**config.mk**
```make
export PLATFORM = sky130hd
export DESIGN_NAME = regime_decode_pipe
export DESIGN_NICKNAME = d
export VERILOG_FILES = /design/src/rtl/posit_pkg.sv /design/src/rtl/lead_run_tree.sv /design/src/rtl/regime_decode_pipe.sv
export SDC_FILE = /design/constraint.sdc
export NUM_CORES = 1
export LEC_CHECK = 0
export ABC_CLOCK_PERIOD_IN_PS = 2500
export BUFFER_PORTS_ARGS = -buffer_cell sky130_fd_sc_hd__buf_2
export CAP_MARGIN = 20
export CORE_ASPECT_RATIO = 1.1
export CORE_UTILIZATION = 52
export DETAILED_ROUTE_END_ITERATION = 10
export PLACE_DENSITY = 0.76
export SYNTH_ARGS = -nofsm -noshare
export SYNTH_HDL_FRONTEND = slang
export SYNTH_SLANG_ARGS = --single-unit
```
**constraint.sdc**
```tcl
create_clock -name clk -period 2.5 [get_ports clk]
set_clock_uncertainty 0.1 [all_clocks]
set_input_delay 0.125 -clock clk [delete_from_list [all_inputs] [get_ports clk]]
set_output_delay 0.125 -clock clk [all_outputs]
set_load 0.005 [all_outputs]
```
**src/rtl/posit_pkg.sv**
```systemverilog
// Shared posit types for the regime decoder: raw posit word, decoded regime
// payload and the NaR test.
package posit_pkg;

  localparam int unsigned POSIT_N  = 16;
  localparam int unsigned POSIT_ES = 1;
  localparam int unsigned RUNW     = $clog2(POSIT_N);
  localparam int unsigned KW       = RUNW + 1;
  localparam int unsigned REMW     = POSIT_N - 1;

  typedef logic [POSIT_N-1:0] posit_t;

  typedef struct packed {
    logic                 sign;
    logic                 zero;
    logic                 nar;
    logic signed [KW-1:0] k;
    logic [RUNW-1:0]      run;
    logic                 term;
    logic [REMW-1:0]      rem;
  } regime_t;

  function automatic logic f_is_nar(input posit_t p);
    return p == {1'b1, {(POSIT_N-1){1'b0}}};
  endfunction

endpackage

```
**src/rtl/lead_run_tree.sv**
```systemverilog
// Leading-run counter: length of the run of bits equal to polarity_i starting at
// the MSB, built as a pairwise encode-and-merge tree. Saturates at W.
module lead_run_tree #(
  parameter  int unsigned W    = 15,
  localparam int unsigned CNTW = $clog2(W + 1)
) (
  input  logic [W-1:0]    bits_i,
  input  logic            polarity_i,
  output logic [CNTW-1:0] run_o
);

  localparam int unsigned LVL = $clog2(W);
  localparam int unsigned P   = 1 << LVL;
  localparam int unsigned CW  = LVL + 1;

  logic [P-1:0]  v_c;
  logic [P-1:0]  full_c;
  logic [CW-1:0] cnt_c [P];
  logic          fh_c;
  logic [CW-1:0] ch_c;
  logic [CW-1:0] cl_c;

  // Node 0 is the MSB side; padding bits never match, so the count stops at W.
  always_comb begin
    v_c  = '0;
    fh_c = 1'b0;
    ch_c = '0;
    cl_c = '0;
    v_c[P-1 -: W] = polarity_i ? bits_i : ~bits_i;
    for (int i = 0; i < int'(P); i++) begin
      full_c[i] = v_c[P-1-i];
      cnt_c[i]  = CW'(v_c[P-1-i]);
    end
    for (int l = 0; l < int'(LVL); l++) begin
      for (int i = 0; i < int'(P >> (l + 1)); i++) begin
        fh_c      = full_c[2*i];
        ch_c      = cnt_c[2*i];
        cl_c      = cnt_c[2*i+1];
        full_c[i] = fh_c & full_c[2*i+1];
        cnt_c[i]  = fh_c ? (CW'(1) << l) + cl_c : ch_c;
      end
    end
    run_o = CNTW'(cnt_c[0]);
  end

endmodule

```
**src/rtl/regime_decode_pipe.sv**
```systemverilog
// Three-stage posit regime decoder with per-stage valid/ready and collapsing bubbles:
// S1 flags + magnitude, S2 regime run count, S3 remainder shift + signed k.
module regime_decode_pipe
  import posit_pkg::*;
#(
  parameter  int unsigned N    = 16,
  parameter  int unsigned ES   = 1,
  localparam int unsigned RUNW = $clog2(N)
) (
  input  logic                   clk,
  input  logic                   rst,
  input  logic                   in_valid,
  output logic                   in_ready,
  input  logic [N-1:0]           in_posit,
  output logic                   out_valid,
  input  logic                   out_ready,
  output logic                   out_sign,
  output logic                   out_zero,
  output logic                   out_nar,
  output logic signed [RUNW:0]   out_k,
  output logic [RUNW-1:0]        out_run,
  output logic                   out_term,
  output logic [N-2:0]           out_rem
);

  // The stage payload uses the package typedefs, so the widths must agree.
  if (N != POSIT_N || ES != POSIT_ES) begin : g_bad_param
    $error("regime_decode_pipe: N/ES must match posit_pkg");
  end

  logic rdy1_c, rdy2_c, rdy3_c;

  logic         vld1_q;
  logic         sign1_q, sign1_d;
  logic         zero1_q, zero1_d;
  logic         nar1_q, nar1_d;
  logic [N-2:0] field1_q, field1_d;

  logic         vld2_q;
  regime_t      part2_q, part2_d;
  logic [RUNW-1:0] run_c;

  logic         vld3_q;
  regime_t      out3_q, out3_d;

  assign rdy3_c   = !vld3_q || out_ready;
  assign rdy2_c   = !vld2_q || rdy3_c;
  assign rdy1_c   = !vld1_q || rdy2_c;
  assign in_ready = rdy1_c;

  // S1: special-value flags and regime field of the magnitude.
  always_comb begin
    sign1_d  = in_posit[N-1];
    zero1_d  = (in_posit == '0);
    nar1_d   = f_is_nar(posit_t'(in_posit));
    field1_d = '0;
    if (!zero1_d && !nar1_d)
      field1_d = (N-1)'(sign1_d ? (N)'(0) - in_posit : in_posit);
  end

  lead_run_tree #(.W(N-1)) u_run (
    .bits_i     (field1_q),
    .polarity_i (field1_q[N-2]),
    .run_o      (run_c)
  );

  // S2: run length and terminator; the unshifted field rides along in rem.
  always_comb begin
    part2_d      = '0;
    part2_d.sign = sign1_q;
    part2_d.zero = zero1_q;
    part2_d.nar  = nar1_q;
    if (!zero1_q && !nar1_q) begin
      part2_d.run  = run_c;
      part2_d.term = (run_c < RUNW'(N-1));
      part2_d.rem  = field1_q;
    end
  end

  // S3: the field MSB is the regime polarity b; drop regime + terminator.
  always_comb begin
    out3_d     = part2_q;
    out3_d.rem = part2_q.rem << (part2_q.run + RUNW'(part2_q.term));
    if (part2_q.rem[N-2])
      out3_d.k = KW'(part2_q.run) - KW'(1);
    else
      out3_d.k = -KW'(part2_q.run);
    if (part2_q.zero || part2_q.nar)
      out3_d.k = '0;
  end

  always_ff @(posedge clk) begin
    if (rst) begin
      vld1_q   <= 1'b0;
      sign1_q  <= 1'b0;
      zero1_q  <= 1'b0;
      nar1_q   <= 1'b0;
      field1_q <= '0;
      vld2_q   <= 1'b0;
      part2_q  <= '0;
      vld3_q   <= 1'b0;
      out3_q   <= '0;
    end else begin
      if (rdy1_c) vld1_q <= in_valid;
      if (rdy1_c && in_valid) begin
        sign1_q  <= sign1_d;
        zero1_q  <= zero1_d;
        nar1_q   <= nar1_d;
        field1_q <= field1_d;
      end
      if (rdy2_c) vld2_q <= vld1_q;
      if (rdy2_c && vld1_q) part2_q <= part2_d;
      if (rdy3_c) vld3_q <= vld2_q;
      if (rdy3_c && vld2_q) out3_q <= out3_d;
    end
  end

  assign out_valid = vld3_q;
  assign out_sign  = out3_q.sign;
  assign out_zero  = out3_q.zero;
  assign out_nar   = out3_q.nar;
  assign out_k     = out3_q.k;
  assign out_run   = out3_q.run;
  assign out_term  = out3_q.term;
  assign out_rem   = out3_q.rem;

endmodule

```
### Yosys cells after proc, flatten, opt, wreduce, memory -nomap -nowiden

Index checks and enable logic that the tools add are counted.

| operators by class | value |
|---|---|
| $add $sub $neg | 18 |
| magnitude comparators | 1 |
| equality and inequality tests | 1 |
| shift operators | 1 |
| muxes and demuxes | 21 |
| bitwise logic cells | 12 |
| reductions and logical operators | 17 |

Operator list:

| kind | count |
|---|---|
| 2-to-1 mux 15 bit | 3 |
| 2-to-1 mux 4 bit | 7 |
| 2-to-1 mux 20 bit | 1 |
| == test 16 bit (second input constant) | 1 |
| logical NOT 16 bit | 1 |
| inverter 15 bit | 1 |
| << shifter 15 x 4 -> 15 bit | 1 |
| subtractor 1 x 15 -> 15 bit (first input constant) | 1 |
| adder 1 x 1 -> 2 bit (first input constant) | 7 |
| 2-to-1 mux 2 bit | 7 |
| adder 2 x 4 -> 4 bit (first input constant) | 3 |
| bitwise AND 1 bit | 11 |
| 2-to-1 mux 5 bit | 2 |
| adder 3 x 4 -> 4 bit (first input constant) | 2 |
| logical NOT 1 bit | 7 |
| logical AND 1 bit | 5 |
| negation 4 -> 5 bit | 1 |
| subtractor 4 x 1 -> 5 bit (second input constant) | 1 |
| adder 4 x 1 -> 4 bit | 1 |
| adder 4 bit (first input constant) | 1 |
| logical OR 1 bit | 4 |
| less-than comparator 4 bit (second input constant) | 1 |
| adder 2 x 1 -> 3 bit (first input constant) | 1 |
| 2-to-1 mux 1 bit | 1 |

| word-level totals | value |
|---|---|
| register bits after elaboration | 72 |
| output and inout port bits | 30 |
| word-level logic and storage cells | 91 |

### Depth between registers and ports, before layout

Gate-level depths: netlist (run 1).

| depth | value |
|---|---|
| word-level depth | 11 |
| depth in mapped cells | 9 |
| depth with buffers taken out | 7 |

### Hierarchy

From an unflattened synthesis (run 1), not the netlist that was laid out.

| second synthesis, totals | value |
|---|---|
| cells, all modules | 466 |
| area, all modules | 3831.2 µm² |

Modules (own cells, without submodules):

| module | instances | cells an instance | area each (µm²) |
|---|---|---|---|
| regime_decode_pipe | 1 | 409 | 3505.9 |
| lead_run_tree | 1 | 57 | 325.3 |

### Least setup slack after synthesis (run 1)

OpenSTA, ideal clock, no wires.

| path | value |
|---|---|
| path type | flip-flop to flip-flop |
| start point | register part2_q, in the netlist out3_d[16] |
| end point | register out3_q, in the netlist out_rem[14] |
| setup time | 0.132 ns |
| arrival | 2.199 ns |
| required time | 2.268 ns |
| setup slack | 0.069 ns |
| cell stages (with the launch flop) | 9 |
| path buffers | 2 |
| cell sequence | dfxtp_1 -> ha_1 -> ha_1 -> buf_2 -> buf_2 -> mux2_2 -> mux4_2 -> o21ai_0 -> a21oi_1 |

| between the ends | value |
|---|---|
| cells in the longest elaborated chain, start to end | 2 |

Ends and longest elaborated chain:

| what | line | RTL |
|---|---|---|
| start: declaration | regime_decode_pipe.sv:40 | `regime_t part2_q, part2_d;` |
| start signal: assignment | regime_decode_pipe.sv:112 | `if (rdy2_c && vld1_q) part2_q <= part2_d;` |
| adder 4 x 1 -> 4 bit | regime_decode_pipe.sv:83 | `out3_d.rem = part2_q.rem << (part2_q.run + RUNW'(part2_q.term));` |
| << shifter 15 x 4 -> 15 bit | regime_decode_pipe.sv:83 |  |
| end signal: assignment | regime_decode_pipe.sv:114 | `if (rdy3_c && vld2_q) out3_q <= out3_d;` |
| end: declaration | regime_decode_pipe.sv:44 | `regime_t out3_q, out3_d;` |

Every way passes these cells.
A chain may end at the register's enable or synchronous reset.

### Worst setup path in the final report (run 1)

| path | value |
|---|---|
| start point | register part2_q, in the netlist out3_d[15] |
| end point | register out3_q, in the netlist out_rem[14] |

Same word-level chain as after synthesis.

==> impl_metrics.ini, run 1 <==
[run_status]
status = finished clean

[yosys]
synth-compound-area-share_pct = 21.1
yosysMostFrequentCell = dfxtp_1
muxShareOfSynthArea_pct = 10.2
synth_top_area_share_pct = 37.9
synth_cells = 451
synth_xor_area_share_pct = 5.24
synth-simple-area-share_pct = 19.4
synth-seq-cells = 72
ys_top_cells_by_count = dfxtp_1, nand2_1, nor2_1
yosys_warnings = 0
ys_types = 56
synth_top_cell_by_area = dfxtp_1
async_flop_share_pct = 0
synthTopCellsByArea = dfxtp_1, nand2_1, a22oi_1
synth_top_family_by_area = compound AO/OA/AOI/OAI gates
syn_area_mm2 = 0.00380
synth_flop_cell = dfxtp_1
seq_area_frac_synth_pct = 37.9
synth_edf_count = 0
avgSynthCellArea_um2 = 8.43
synth_fp_nets = 476
synth_fa_ha_area_share_pct = 1.65

[cts]
clkSinkCount = 72
cts.htree.levels = 3
cts_buffers = 9
root_buffer = clkbuf_8
clk_latency_ps = 340
clkSlewWorstSetupHoldPaths_ps = 70
cts_tree = built
cts.path.max_buffers = 2

[pwr]
p_int_mw = 1.82
switching_share_pct = 27.3
p_total_mw = 2.50
switchingPower_mw = 0.684
p_leak_nw = 1.73
pwr-share-comb_pct = 16.0
seqPwrFrac_pct = 49.7
power_density_mw_per_mm2 = 571
max-vdd-ir-drop_mv = 0.336
p_clk_share_pct = 34.3

[worst_setup_path]
cp_slowest_cell = mux4_2
critPathBufInv = 1
arrival_ps = 2520
critPathMaxStageDelay_ps = 450
crit_cells = 7
crit_type = reg2reg
cp_max_fo = 8
crit_chain = ha_1, ha_2, buf_4, mux2_2, mux4_2, o21ai_0, a21oi_1
rr_worst_depth = 7
required_ps = 2620
cp_top_family = multiplexers
startpoint_type = flip-flop
cp-end-kind = flip-flop

[timing]
timing.final.crit_share_pct = 95.9
hold_violations = 0
min_period_ps = 2400
maxSlewHeadroom_pct = 55.8
rsz0062_at_grt = false
tns_ps = 0
worst_pin_slew_ps = 663
maxSlewViolCount = 0
finalSetupViolCount = 0
fmax_mhz = 417

[floorplan]
die_y_um = 91.7
start_util_pct = 53.9
die_area_mm2 = 0.00765
core-area_mm2 = 0.00705
die_x_um = 83.5
core.rowCount = 32
io_pins = 50

[routing]
drtIter0Drc = 199
drcViolationCount = 0
first_pass_iters = 6
drt_wl_total_um = 8630
vias = 3437
drtAntennaViolNets = 0
vias_per_cell = 5.82
wl_per_cell_um = 14.6

[layout]
syn_to_final_growth_pct = 15.5
n_antenna_cell = 0
drive_above_1_share_pct = 21.9
multi_input_area_mm2 = 0.00219
fillers = 639
seqCellArea_mm2 = 0.00144
nNetsFinal = 528

[placement]
portBuffers = 49
place_hpwl_um = 6270
gp_congestion = 0.907

[job]
cap_violations = 0

[worst_hold_path]
min_path_type = in2reg
holdPathStages = 3

[grt]
grt_pass1_wl_um = 14800
track_usage_pct = 23.7
grt_overflow = 0
grt_max_degree = 40
grt_pass1_vias = 3276
antenna_found_initial = 0
tightest hold or removal path, stage by stage:
cell and delay (ps):
buf_2 140, o21ai_0 70, a311oi_1 80
state kept, by name (all words and copies together), names as in the netlist:
signal / cells
field1_q: 15
out_k: 5
out_nar: 1
out_run: 4
out3_d: 8
part2_q: 15
sign1_q: 1
out_term: 1
out_valid: 1
nar1_q: 1
vld1_q: 1
out_sign: 1
zero1_q: 1
out_rem: 15
vld2_q: 1
out_zero: 1
metal layers:
| layer | GRT usage [%] | part of all wire [%] |
|---|---|---|
| met1 | 29.6 | 46 |
| met2 | 39.5 | 48 |
| met3 | 3.69 | 3.6 |
| met4 | 12.4 | 2.7 |
| met5 | 0 | 0 |
power groups by stage:
| stage | Clock [mW] | Sequential, mW | Combinational [mW] |
|---|---|---|---|
| 6_report | 0.858 | 1.24 | 0.401 |
| 3_3_place_gp | 0 | 1.27 | 0.383 |
| 5_1_grt | 0.925 | 1.25 | 0.448 |
| 4_1_cts | 0.871 | 1.24 | 0.401 |
| 2_1_floorplan | 0 | 1.25 | 0.296 |
| 3_5_place_dp | 0 | 1.27 | 0.392 |
worst paths after layout:
path	end	startpoint	slack [ps]
hold / removal	field1_q[2]	in_posit[2]	30
hold reg to reg	out_run[1]	out_run[1]	360
setup / recovery	out_rem[14]	out3_d[15]	100
setup reg to reg	out_rem[14]	out3_d[15]	100
kinds of logic after synthesis:
family,count (synthesis)
AND/OR/NAND/NOR,161
flip-flops,72
buffers and inverters,43
XOR/XNOR,21
AO/OA/AOI/OAI,122
multiplexers,27
adder cells (fa/ha/maj),5
timing repair:
| item | 4_1_cts | 5_1_grt |
|---|---|---|
| hold endpoints to repair | 8 | 0 |
| hold buffers | 6 | 0 |
| gates resized for setup | 0 | 1 |
| setup endpoints to repair | 0 | 3 |
| buffers inserted | 0 | 0 |
metrics by stage:
stage | cell area [µm²] | setup WS (ps) | hold WS (ps) | std cells | utilization [%]
after floorplan | 3800 | 68.6 | 154 | 451 | -
after global placement | 4150 | 110 | 269 | 571 | 58.9
after detailed placement | 4150 | 67.1 | 278 | 571 | 58.9
after CTS | 4390 | 46.5 | 16.3 | 591 | 62.2
after global routing | 4390 | 6.49 | 41.8 | 591 | 62.3
final | 4390 | 103 | 25.4 | 591 | 62.3
final cells by class:
type	instances	share of cell area (%)
Timing Repair Buffer	72	9.87
Clock inverter	4	1.08
Multi-Input combinational cell	336	49.8
Tap cell	85	2.42
Clock buffer	10	2.91
Sequential cell	72	32.8
Inverter	12	1.03
cell usage in the layout (no fill, tap or decap), types with 3 or more instances in the layout:
cell type,count
buf_2,49
o21ai_0,25
nor4_1,4
a22oi_1,27
a211oi_1,5
nand2b_1,4
dfxtp_1,72
nor3_1,5
o22ai_1,3
or2_2,3
nand2_1,55
or4_1,3
mux2i_1,6
o31ai_1,4
xnor2_1,8
or3_1,5
nand3_1,14
dlygate4sd3_1,6
mux4_2,8
ha_1,4
nor2b_1,5
buf_4,17
nor2_1,53
a21oi_1,32
clkbuf_8,9
xor2_1,11
inv_1,12
mux2_2,13
Note: power is estimated with default switching activity, not from simulation.
==> run 2, diff against run 1 <==
Settings changed: CELL_PAD_IN_SITES_DETAIL_PLACEMENT set to 2, CELL_PAD_IN_SITES_GLOBAL_PLACEMENT set to 2, CORE_UTILIZATION 52 to 31, CTS_CLUSTER_DIAMETER set to 30, PLACE_DENSITY 0.76 to not set, PLACE_DENSITY_LB_ADDON set to 0.1.
==> impl_metrics.ini, run 2 (synthesized netlist as in run 1, its figures left out) <==
[worst_hold_path]
holdPathStages = 3
holdCritStartpoint = in_posit[13]
min_path_type = in2reg

[timing]
hold_violations = 0
worst_pin_slew_ps = 708
timing.final.crit_share_pct = 95.0
fmax_mhz = 421
tns_ps = 0
maxSlewHeadroom_pct = 52.8
rsz0062_at_grt = false
min_period_ps = 2380
maxSlewViolCount = 0
setup_ws_ps = 124
finalSetupViolCount = 0

[cts]
cts_tree = built
root_buffer = clkbuf_16
cts.path.max_buffers = 2
clkSlewWorstSetupHoldPaths_ps = 60
cts_setup_buffers = 0
clkSinkCount = 72
cts.htree.levels = 3
clk_latency_ps = 330
cts_buffers = 9

[layout]
syn_to_final_growth_pct = 22.0
n_antenna_cell = 0
fin_cells = 661
fillers = 1363
drive_above_1_share_pct = 23.1
nNetsFinal = 527
final_cell_mix = dfxtp_1, nand2_1, nor2_1, buf_2, a21oi_1
layout_commonest_cell = dfxtp_1
final_core_util_pct = 38.7

[worst_setup_path]
cpMostUsedCell = mux2_2
crit_type = reg2reg
cp_top_family = multiplexers
critPathMaxStageDelay_ps = 360
cp_max_fo = 9
critPathBufInv = 1
r2r_start = out3_d[15]
crit_chain = ha_1, ha_4, buf_12, mux2_2, mux2i_2, mux2_2, nor4_1, a311o_1
arrival_ps = 2500
startpoint_type = flip-flop
cp-end-kind = flip-flop
crit_start = out3_d[15]
rr_worst_depth = 8
crit_cells = 8
cp_slowest_cell = mux2_2
required_ps = 2620

[floorplan]
die_x_um = 108
core.rowCount = 42
core-area_mm2 = 0.0120
die_y_um = 118
start_util_pct = 31.7
io_pins = 50
die_area_mm2 = 0.0127

[routing]
wl_per_cell_um = 17.3
drt_wl_total_um = 11400
first_pass_iters = 7
drtAntennaViolNets = 0
drcViolationCount = 1
drtIter0Drc = 130
vias = 3548
vias_per_cell = 5.37

[grt]
antenna_found_initial = 0
grt_max_degree = 43
track_usage_pct = 19.3
grt_overflow = 0
grt_pass1_vias = 3664
grt_pass1_wl_um = 19100

[placement]
place_hpwl_um = 8600
gp_congestion = 0.795
post-place-ws_ps = -9.37
portBuffers = 49
dp_cells = 643

[run_status]
status = finished with violations
violations = DRC

[job]
cap_violations = 0

[pwr]
p_leak_nw = 1.80
power_density_mw_per_mm2 = 629
p_total_mw = 2.92
max-vdd-ir-drop_mv = 0.298
[run 2: worst min-delay path: stages]
cell and delay, ps:
buf_2 90, xor2_1 60, o21ai_0 140
[run 2: area by class of cell]
| type | count | area [µm²] | area share, % |
|---|---|---|---|
| clock inverter | 2 | 12.5 | 0.270 |
| clock buffer | 14 | 274 | 5.91 |
| timing repair buffer | 71 | 465 | 10.0 |
| multi-input combinational | 336 | 2210 | 47.6 |
| tap | 154 | 193 | 4.16 |
| sequential | 72 | 1440 | 31.1 |
| inverter | 12 | 45.0 | 0.971 |
[run 2: routing by layer]
metal  up-vias  routed length, µm  track usage [%]
met5         -                  0                0
met4         0                195             7.79
met3        12                280             2.33
met2        59               6000             33.8
met1      1750               4960             23.7
li1       1727                  -                -
[run 2: power by group]
part | total (mW) | switching (mW) | leakage [nW] | internal (mW)
Sequential | 1.25 | 0.0600 | 0.586 | 1.19
Clock | 1.23 | 0.476 | 0.139 | 0.752
Combinational | 0.438 | 0.239 | 1.08 | 0.199
Total | 2.92 | 0.775 | 1.80 | 2.14
[run 2: path summary, 6_finish.rpt]
kind | to | slack, ps
worst max-delay path | out_rem[12] | 120
worst min-delay path | field1_q[13] | 20
worst max register to register | out_rem[12] | 120
worst min register to register | out_rem[3] | 350
[run 2: stage by stage]
stage	cell area, µm²	hold WS (ps)
after floorplan	3800	154
after global placement	4310	283
after detailed placement	4310	296
after CTS	4630	10.3
after global routing	4640	40.9
final	4640	15.7
[run 2: timing repair]
item                                   4_1_cts  5_1_grt
hold buffers                                 2        0
gates resized for setup                      2        1
setup endpoints to repair                    2        2
endpoints found under the hold margin        2        0
==> run 3, diff against run 2 <==
Settings changed: CELL_PAD_IN_SITES_DETAIL_PLACEMENT 2 to 1, CELL_PAD_IN_SITES_GLOBAL_PLACEMENT 2 to 1, CORE_UTILIZATION 31 to 39.
==> impl_metrics.ini, run 3 (synthesized netlist as in run 1, its figures left out) <==
[grt]
track_usage_pct = 22.6
antenna_found_initial = 0
grt_overflow = 0
grt_pass1_wl_um = 17600
grt_max_degree = 26
grt_pass1_vias = 3508

[floorplan]
die_area_mm2 = 0.0101
io_pins = 50
core.rowCount = 37
core-area_mm2 = 0.00940
die_y_um = 106
die_x_um = 96.1
start_util_pct = 40.4

[worst_setup_path]
critPathMaxStageDelay_ps = 370
crit_chain = ha_1, ha_4, buf_4, mux2_2, mux2i_2, mux2_2, nor4_1, a311o_1
crit_type = reg2reg
cp-end-kind = flip-flop
cp_top_family = multiplexers
cp_max_fo = 8
cpMostUsedCell = mux2_2
arrival_ps = 2550
cp_slowest_cell = mux2_2
startpoint_type = flip-flop
required_ps = 2640
critPathBufInv = 1

[timing]
maxSlewHeadroom_pct = 52.7
finalSetupViolCount = 0
maxSlewViolCount = 0
fmax_mhz = 415
timing.final.crit_share_pct = 96.4
worst_pin_slew_ps = 710
hold_violations = 0
rsz0062_at_grt = false
min_period_ps = 2410

[layout]
layout_commonest_cell = dfxtp_1
final_area_mm2 = 0.00450
syn_to_final_growth_pct = 18.5
drive_above_1_share_pct = 22.5
n_antenna_cell = 0
final_core_util_pct = 47.9
nNetsFinal = 530
final_cell_mix = dfxtp_1, nand2_1, nor2_1, buf_2, a21oi_1

[pwr]
max-vdd-ir-drop_mv = 0.280
power_density_mw_per_mm2 = 605
p_leak_nw = 1.76
p_total_mw = 2.72

[routing]
wl_per_cell_um = 16.7
vias = 3493
drt_wl_total_um = 10500
drtAntennaViolNets = 0
drcViolationCount = 0
vias_per_cell = 5.57
first_pass_iters = 4
drtIter0Drc = 106

[cts]
cts_buffers = 9
cts.path.max_buffers = 2
clkSlewWorstSetupHoldPaths_ps = 80
root_buffer = clkbuf_8
cts.htree.levels = 3
cts_setup_buffers = 0
cts_tree = built
clkSinkCount = 72
clk_latency_ps = 360

[placement]
place_hpwl_um = 7740
gp_congestion = 0.835
placed_area_mm2 = 0.00421
portBuffers = 49

[job]
cap_violations = 0

[worst_hold_path]
min_path_type = in2reg

[run_status]
status = finished clean
run 3: timing repair:
action | in CTS | in global routing
endpoints found under the setup margin | 1 | 0
gates resized for setup | 3 | 0
hold buffers | 6 | 0
endpoints found under the hold margin | 11 | 0
run 3: power breakdown:
group / internal (mW) / total, mW / switching [mW]
logic: 0.189 / 0.419 / 0.230
registers: 1.19 / 1.25 / 0.0582
clock network: 0.594 / 1.06 / 0.465
run 3: stage by stage:
step / hold slack, ps / setup WS (ps) / setup TNS [ps] / instances
5_1_grt: 7.26 / 4.41 / 0 / 627
2_1_floorplan: 154 / 68.6 / 0 / 451
3_3_place_gp: 283 / 120 / 0 / 605
3_5_place_dp: 303 / -40.8 / -40.8 / 605
4_1_cts: 0.446 / 66.8 / 0 / 627
6_report: 2.64 / 91.2 / 0 / 627
run 3: worst register-to-register path: cells and delay by family (launching register included):
family | cells | cell delay (ps)
simple gates | 1 | 40
mux | 3 | 740
buf+inv | 1 | 170
compound gates | 1 | 340
flops | 1 | 330
fa+ha+maj | 2 | 570
run 3: layout make-up:
class	count	area, µm²
Clock buffer	12	145
Clock inverter	4	76.3
Fill cell	1143	4890
Inverter	12	45.0
Multi-Input combinational cell	336	2200
Sequential cell	72	1440
Tap cell	117	146
Timing Repair Buffer	74	448
run 3: path summary, 6_finish.rpt:
check	end	startpoint	cells after the start	slack (ps)
max	out_rem[12]	out3_d[15]	8	90
min reg2reg	out_sign	out3_d[27]	2	360
max reg2reg	out_rem[12]	out3_d[15]	8	90
min	field1_q[13]	in_posit[13]	3	3
run 3: per-layer routing:
layer / wire (µm) / part of all wire (%) / track usage [%] / up-vias
li1: - / - / - / 1733
met1: 4690 / 45 / 27.4 / 1686
met2: 5260 / 50 / 38.1 / 57
met3: 221 / 2.1 / 3.54 / 17
met4: 309 / 2.9 / 10.9 / 0
met5: 0 / 0 / 0 / -
